`config.mk`:
```
export PLATFORM = sky130hd
export DESIGN_NAME = instruction_queue
export DESIGN_NICKNAME = d
export VERILOG_FILES = /design/src/rtl/instruction_queue_pkg.sv /design/src/rtl/instruction_queue.sv
export SDC_FILE = /design/constraint.sdc
export NUM_CORES = 1
export LEC_CHECK = 0
export CAP_MARGIN = 20
export CORE_MARGIN = 4
export CORE_UTILIZATION = 53
export DETAILED_ROUTE_END_ITERATION = 7
export PLACE_DENSITY = 0.75
export SETUP_SLACK_MARGIN = 0.1
export SYNTH_ARGS = -nofsm -noshare
export SYNTH_HDL_FRONTEND = slang
export SYNTH_SLANG_ARGS = --single-unit
```
`constraint.sdc`:
```
create_clock -name clk -period 4.61 [get_ports clk]
set_clock_uncertainty 0.15 [all_clocks]
set_input_delay 0.922 -clock clk [delete_from_list [all_inputs] [get_ports clk]]
set_output_delay 0.922 -clock clk [all_outputs]
set_load 0.005 [all_outputs]
```
`src/rtl/instruction_queue_pkg.sv`:
```
// Shared definitions for the fetch-to-issue instruction queue: entry layout,
// default depth and the small count-decoding helpers used by the queue.
package instruction_queue_pkg;

  localparam int IQ_DEPTH_DEFAULT = 8;

  typedef struct packed {
    logic [31:0] pc;
    logic [31:0] inst;
  } iq_entry_t;

  // Fetch offers 0..2; the reserved encoding 3 means nothing is offered.
  function automatic logic [1:0] push_limit(input logic [1:0] offered);
    return (offered == 2'd3) ? 2'd0 : offered;
  endfunction

  // Issue consumes 0..2; an encoding of 3 is clamped to a dual pop.
  function automatic logic [1:0] pop_limit(input logic [1:0] requested);
    return (requested == 2'd3) ? 2'd2 : requested;
  endfunction

endpackage

```
`src/rtl/instruction_queue.sv`:
```
// Decoupling FIFO between fetch and the dual-issue scheduler: accepts up to two
// instructions per cycle and presents the two oldest entries on slot0/slot1.
module instruction_queue
  import instruction_queue_pkg::*;
#(
  parameter int  DEPTH = IQ_DEPTH_DEFAULT,
  localparam int PTR_W = $clog2(DEPTH)
) (
  input  logic             clk,
  input  logic             rst_n,
  input  logic             flush,
  input  logic [1:0]       in_count,
  input  logic [31:0]      in_inst0,
  input  logic [31:0]      in_pc0,
  input  logic [31:0]      in_inst1,
  input  logic [31:0]      in_pc1,
  output logic             in_ready,
  input  logic [1:0]       pop_count,
  output logic             out_valid0,
  output logic [31:0]      out_inst0,
  output logic [31:0]      out_pc0,
  output logic             out_valid1,
  output logic [31:0]      out_inst1,
  output logic [31:0]      out_pc1,
  output logic [PTR_W:0]   occupancy
);

  localparam logic [PTR_W:0] READY_MAX = (PTR_W + 1)'(DEPTH - 2);
  localparam logic [PTR_W:0] TWO       = (PTR_W + 1)'(2);

  logic [PTR_W-1:0] head;
  logic [PTR_W-1:0] tail;
  logic [PTR_W-1:0] head_next1;
  logic [PTR_W-1:0] tail_next1;
  logic [PTR_W:0]   count;
  logic [PTR_W:0]   push_n;
  logic [PTR_W:0]   pop_want;
  logic [PTR_W:0]   pop_n;
  logic             push_req;
  logic             push_ok;
  iq_entry_t        entry0;
  iq_entry_t        entry1;

  iq_entry_t mem [DEPTH];

  // NOTE: every always_comb output gets a default first so no path can infer a latch.
  always_comb begin
    push_req   = 1'b0;
    push_ok    = 1'b0;
    push_n     = '0;
    pop_want   = '0;
    pop_n      = '0;
    in_ready   = 1'b0;
    head_next1 = head + PTR_W'(1);
    tail_next1 = tail + PTR_W'(1);

    // in_ready depends only on registered occupancy, so a same-cycle pop
    // cannot re-open the input; it rises the cycle after occupancy drops.
    in_ready = (count <= READY_MAX);
    push_req = (push_limit(in_count) != 2'd0);
    push_ok  = push_req && in_ready && !flush;
    push_n   = push_ok ? (PTR_W + 1)'(push_limit(in_count)) : '0;

    // Pop is bounded by the pre-push occupancy, so an empty queue ignores it.
    pop_want = (PTR_W + 1)'(pop_limit(pop_count));
    pop_n    = (pop_want > count) ? count : pop_want;
  end

  // NOTE: sequential state uses non-blocking assignments so every register samples pre-edge values.
  always_ff @(posedge clk or negedge rst_n) begin
    if (!rst_n) begin
      head  <= '0;
      tail  <= '0;
      count <= '0;
    end else if (flush) begin
      head  <= '0;
      tail  <= '0;
      count <= '0;
    end else begin
      head  <= head + pop_n[PTR_W-1:0];
      tail  <= tail + push_n[PTR_W-1:0];
      count <= count + push_n - pop_n;
    end
  end

  // NOTE: entry storage has no reset; occupancy alone decides which entries are meaningful.
  always_ff @(posedge clk) begin
    if (push_ok) begin
      mem[tail] <= '{pc: in_pc0, inst: in_inst0};
      if (push_n == TWO) begin
        mem[tail_next1] <= '{pc: in_pc1, inst: in_inst1};
      end
    end
  end

  always_comb begin
    entry0     = mem[head];
    entry1     = mem[head_next1];
    out_valid0 = (count != '0);
    out_valid1 = (count >= TWO);
    out_inst0  = out_valid0 ? entry0.inst : '0;
    out_pc0    = out_valid0 ? entry0.pc   : '0;
    out_inst1  = out_valid1 ? entry1.inst : '0;
    out_pc1    = out_valid1 ? entry1.pc   : '0;
    occupancy  = count;
  end

  // Fetch must never offer instructions while the queue cannot take a pair.
  a_no_push_when_not_ready: assert property (
    @(posedge clk) disable iff (!rst_n) push_req |-> in_ready
  );

  a_count_in_range: assert property (
    @(posedge clk) disable iff (!rst_n) count <= (PTR_W + 1)'(DEPTH)
  );

endmodule

```
==> results of run 1 <==
-- area by class of cell --
type | instances | share of cell area
well taps | 765 | 0.0258
multi-input cells | 1575 | 0.399
diodes | 8 | 0.000539
inverters | 12 | 0.00121
clock inverters | 37 | 0.00953
repair buffers | 365 | 0.104
flip-flops and latches | 522 | 0.421
clock buffers | 64 | 0.0397
-- what timing repair did --
action / in CTS / in global routing
setup buffers: 3 / 0
setup endpoints to repair: 69 / 48
resized for setup: 26 / 41
pin swaps: 1 / 0
-- worst reg2reg max path, delay by kind of cell (launching register included) --
kind / cells / cell delay [ns]
fa+ha+maj: 3 / 1.11
buf+inv: 1 / 0.14
xor+xnor: 1 / 0.14
simple gates: 3 / 0.34
compound gates: 4 / 0.92
flops: 1 / 0.46
-- per-layer routing --
layer | vias to the layer above | part of all wire | track usage
li1 | 9672 | - | -
met1 | 11100 | 0.39 | 0.379
met2 | 1086 | 0.50 | 0.511
met3 | 237 | 0.085 | 0.0549
met4 | 12 | 0.028 | 0.0883
met5 | - | 0.00080 | 0
-- cells in the final DEF, fill, tap and decap left out, drive strengths merged, types with 3 or more instances in the layout --
| master | instances |
|---|---|
| mux2i | 257 |
| nand3 | 5 |
| xnor2 | 5 |
| clkbuf | 64 |
| dfrtp | 10 |
| mux2 | 640 |
| nand2b | 3 |
| a22oi | 64 |
| o21ai | 3 |
| ha | 15 |
| nor2b | 139 |
| nor2 | 15 |
| and3 | 67 |
| clkinv | 29 |
| bufinv | 6 |
| nand2 | 8 |
| inv | 13 |
| a211oi | 128 |
| a2111oi | 65 |
| a32oi | 5 |
| and2 | 4 |
| o22ai | 64 |
| edfxtp | 512 |
| diode | 8 |
| buf | 96 |
| a21oi | 69 |
| fa | 4 |
| clkdlybuf4s50 | 269 |
-- worst max-delay path by stage --
stage                      startpoint                   to  slack [ns]
floorplan                 in_count[1]  mem[2][0]$_DFFE_PP_        0.59
global placement    head[1]$_DFF_PN0_         out_inst1[6]        0.27
detailed placement  head[1]$_DFF_PN0_         out_inst1[6]         0.1
CTS                 head[1]$_DFF_PN0_           out_pc1[4]        0.02
global route        head[1]$_DFF_PN0_          out_pc1[15]        0.11
finish              head[1]$_DFF_PN0_        out_inst1[21]        0.17
-- power breakdown --
group / leakage, uW / switching, uW / total, uW / internal, uW
Clock: 0.000901 / 1920 / 4540 / 2620
Sequential: 0.00475 / 87.3 / 5450 / 5360
Combinational: 0.00670 / 5750 / 11100 / 5340
Total: 0.0124 / 7760 / 21100 / 13300
-- cells in the mapped netlist, drive strengths merged (2+ instances only) --
| library cell | n | area share |
|---|---|---|
| inv | 12 | 0.0014 |
| nand4 | 2 | 0.00080 |
| clkbuf | 106 | 0.013 |
| nor3b | 2 | 0.00064 |
| o21ai | 3 | 0.00048 |
| a22oi | 64 | 0.015 |
| and3 | 67 | 0.014 |
| edfxtp | 512 | 0.49 |
| xor2 | 2 | 0.00056 |
| a211oi | 128 | 0.031 |
| nand2b | 3 | 0.00060 |
| fa | 4 | 0.0026 |
| nor3 | 2 | 0.00032 |
| mux2 | 640 | 0.23 |
| xnor2 | 5 | 0.0014 |
| a32oi | 5 | 0.0014 |
| o22ai | 64 | 0.013 |
| nor2 | 15 | 0.0018 |
| and2 | 4 | 0.00084 |
| nand2 | 8 | 0.00096 |
| a2111oi | 65 | 0.019 |
| ha | 15 | 0.0060 |
| buf | 92 | 0.022 |
| a21oi | 69 | 0.011 |
| nand3 | 5 | 0.0014 |
| dfrtp | 10 | 0.0080 |
| mux2i | 257 | 0.082 |
| nor2b | 139 | 0.028 |
-- per-stage QoR --
| step | util | hold WS [ns] | instance area, um^2 | instances | setup WS [ns] |
|---|---|---|---|---|---|
| 2_1_floorplan | - | 0.462 | 31300 | 2307 | 0.589 |
| 3_3_place_gp | 0.605 | 0.576 | 35100 | 3236 | 0.269 |
| 3_5_place_dp | 0.605 | 0.586 | 35100 | 3236 | 0.0991 |
| 4_1_cts | 0.638 | 0.492 | 37000 | 3340 | 0.0202 |
| 5_1_grt | 0.640 | 0.536 | 37100 | 3343 | 0.109 |
| 6_report | 0.640 | 0.511 | 37100 | 3348 | 0.173 |
-- kinds of logic after synthesis --
kind of cell / Yosys count / share of synthesized area
xor gates and xnor gates: 7 / 0.00196
muxes: 897 / 0.313
adders and majority gates: 19 / 0.00856
buffers and inverters: 210 / 0.0361
AOI/OAI and AO/OA: 402 / 0.0915
DFF: 522 / 0.500
and+or+nand+nor: 250 / 0.0494
-- state kept, by name (all words and copies together), names as in the netlist --
| register | cells |
|---|---|
| mem | 512 |
| occupancy | 4 |
| head | 3 |
| tail | 3 |
==> reports/results.ini, run 1 <==
[status]
status=completed

[clock_tree]
clockBufferDepth=3
cts.htree.levels=2
worstSkewPairLatency_ns=0.61
cts_inserted_buffers=57
clk_pin_slew_ns=0.06
cts_tree=done
holdBufCountCts=0
cts_root_buffer=clkbuf_16
cts_num_sinks=522

[pwr]
powerDensity_nw_per_um2=568
p_leak_uw=0.0124
power.total_uw=21100
ir_worst_vdd_uv=487

[setup_path]
reg2reg_setup_slack_ns=1.24
critical_path_arrival_ns=3.37
cp_max_fo=22
end_kind=primary output
worstPathBufferInverterCount=3
critical_path_class=reg -> out
path_cells=ha_4, xor2_1, nand2_2, buf_12, buf_4, o22ai_1, a2111oi_1, clkdlybuf4s50_1
worstPathRequired_ns=3.54
critPathLaunchType=register
r2r_start=occupancy[1]$_DFF_PN0_
cpMaxStageDelayCell=clkdlybuf4s50_1
cp_top_family=buffers and inverters
ff2ff_path_depth=12
critPathMaxStageDelay_ns=0.62
cp.depth=8
r2r_end=occupancy[3]$_DFF_PN0_

[layout]
nets=2687
drive_gt1_frac=0.336
fill_cells=4220
ff_latch_area_um2=15600
multi_input_area_um2=14800
area_growth_syn_to_layout_pct=18.8

[sta]
rsz0062_at_grt=no
fin_crit_ns=4.44
fin_setup_tns_ns=0
fmax_mhz=225
hold_viol=0
tightest_slew_ns=1.08
relSlewSlack=0.277
final_max_slew_viol_count=0
min_period_over_period=0.962
setup_viol=0

[synth]
synthDistinctLibCells=43
syn_nets=2461
ys_seq_area_frac=0.500
synthArstFlopShare=0.0192
syn_area_per_cell_um2=13.6
synth_edf_count=512
synth-seq-cells=522
yosysWarnings=0
netlist_area_um2=31300
synth_ff_type=edfxtp_1
syn_inst=2307

[drt]
vias_per_cell=6.61
ant_nets=0
drt-pass1-iter-count=6
drc=0
drt-total-wl_mm=96.7
via_count=22100
wl_per_cell_um=28.9
drt_iter0_drc=1943

[grt]
grt_pass1_vias=22900
grt_pass1_wl_mm=142
grt_max_degree=121
grt_usage=0.295
globalRouteOverflowTotal=0
antenna_found_initial=16

[die]
rows=88
die_area_um2=63000
dieWidth_um=251
die_y_um=251
start_util=0.539
pin_count=270
core_region_area_um2=58000

[place]
portBuffers=269
hpwl_mm=54.4
gp_congestion=0.804

[flow_run]
maxCapViolCount=0

[min_path]
worst_hold_path_type=in -> async

Power figures use the tool's default switching activity.
==> run 2, diff against run 1 <==
Settings changed: CTS_CLUSTER_DIAMETER set to 100, HOLD_SLACK_MARGIN set to 0.03, SETUP_SLACK_MARGIN 0.1 to 0.15.
==> reports/results.ini, run 2 (same netlist as run 1, synthesis figures left out) <==
[clock_tree]
cts_tree=done
clk_pin_slew_ns=0.06
cts.htree.levels=2
clockBufferDepth=3
cts_num_sinks=522
cts_root_buffer=clkbuf_16
worstSkewPairLatency_ns=0.62
cts_inserted_buffers=57
holdBufCountCts=0

[grt]
globalRouteOverflowTotal=0
grt_pass1_wl_mm=142
antenna_found_initial=16
grt_pass1_vias=22900
grt_max_degree=121
grt_usage=0.295

[layout]
final_cell_mix=640 x mux2_2, 512 x edfxtp_1, 268 x clkdlybuf4s50_1
mostFrequentLayoutCell=mux2_2
finalNonFillerCells=3348
area_growth_syn_to_layout_pct=19.0
drive_gt1_frac=0.339
fill_cells=4212
final_core_util=0.641
largest_reg_flops=512
nets=2687
regMostFlops=mem

[drt]
via_count=22100
drt-total-wl_mm=96.9
vias_per_cell=6.61
ant_nets=0
wl_per_cell_um=28.9
drt-pass1-iter-count=5
drt_iter0_drc=2032
drc=0

[setup_path]
critPathLaunchType=register
end_kind=primary output
ff2ff_path_depth=12
r2r_start=occupancy[1]$_DFF_PN0_
reg2reg_setup_slack_ns=1.24
r2r_end=occupancy[3]$_DFF_PN0_
worstPathRequired_ns=3.54
critical_path_class=reg -> out
critPathMaxStageDelay_ns=0.87
cp_max_fo=25
critical_path_arrival_ns=3.54
cpMaxStageDelayCell=a2111oi_0
path_cells=ha_4, xor2_1, nand2b_2, buf_12, o22ai_1, a2111oi_0, clkdlybuf4s50_1

[place]
hpwl_mm=54.4
portBuffers=269
dp.cells=3236
gp_congestion=0.804

[die]
dieWidth_um=251
pin_count=270
start_util=0.539
core_region_area_um2=58000
rows=88
die_y_um=251
die_area_um2=63000

[sta]
fin_hold_ws_ns=0.507
hold_viol=0
min_period_over_period=1.00
rsz0062_at_grt=yes
relSlewSlack=0.263
setup_viol=1
tightest_slew_ns=1.11
final_max_slew_viol_count=0
fmax_mhz=217
fin_crit_ns=4.61
finalWorstSetupSlack_ns=-0.00278

[min_path]
worst_hold_path_type=in -> async

[pwr]
power.total_uw=21200
powerDensity_nw_per_um2=569
ir_worst_vdd_uv=494
p_leak_uw=0.0124

[flow_run]
maxCapViolCount=0

[status]
violations=negative setup slack
status=finished with violations

==> run 2: what timing repair did <==
action | 4_1_cts | 5_1_grt
resized for setup | 37 | 40
endpoints found under the setup margin | 74 | 40
buffers inserted | 3 | 0
pin swaps | 1 | 0
==> run 2: per-stage QoR <==
step	worst slack, ns	instance area [um^2]	TNS [ns]
6_report	-0.00278	37200	-0.00278
5_1_grt	0.00576	37200	0
4_1_cts	0.0202	37100	0
3_5_place_dp	0.0991	35100	0
3_3_place_gp	0.269	35100	0
2_1_floorplan	0.589	31300	0
==> run 2: area by class of cell <==
class,instances,area [um^2],area share
diodes,8,20.0,0.000538
clock buffers,64,1470,0.0396
multi-input cells,1575,14900,0.400
clock inverters,37,354,0.00951
repair buffers,365,3860,0.104
well taps,765,957,0.0257
flip-flops and latches,522,15600,0.420
inverters,12,45.0,0.00121
==> run 2: power breakdown <==
part / internal [uW] / total, uW / switching (uW) / leakage (uW)
sequential: 5360 / 5450 / 87.1 / 0.00475
clock: 2620 / 4550 / 1920 / 0.000901
combinational: 5380 / 11200 / 5800 / 0.00673
==> run 2: worst max-delay path: cells and delay by family, from the launching register on <==
kind / cells / cell delay [ns]
DFF: 1 / 0.49
adders and majority gates: 1 / 0.18
and+or+nand+nor: 1 / 0.17
AOI/OAI and AO/OA: 2 / 0.97
buffers and inverters: 2 / 0.90
xor gates and xnor gates: 1 / 0.17
==> run 2: worst max-delay path by stage <==
stage | startpoint | to | depth (start not counted)
after floorplan | in_count[1] | mem[2][0]$_DFFE_PP_ | 6
after global placement | head[1]$_DFF_PN0_ | out_inst1[6] | 7
after detailed placement | head[1]$_DFF_PN0_ | out_inst1[6] | 7
after CTS | head[1]$_DFF_PN0_ | out_pc1[4] | 8
after global routing | head[1]$_DFF_PN0_ | out_inst1[26] | 7
final | head[1]$_DFF_PN0_ | out_inst1[26] | 7
==> run 2: metal layers <==
metal | part of all wire | track usage | wire length [um] | vias to the layer above
met4 | 0.025 | 0.0845 | 2470 | 10
met1 | 0.39 | 0.380 | 38200 | 11200
met2 | 0.50 | 0.513 | 48400 | 1026
li1 | - | - | - | 9673
met5 | 0.00071 | 0 | 69 | -
met3 | 0.080 | 0.0537 | 7760 | 203
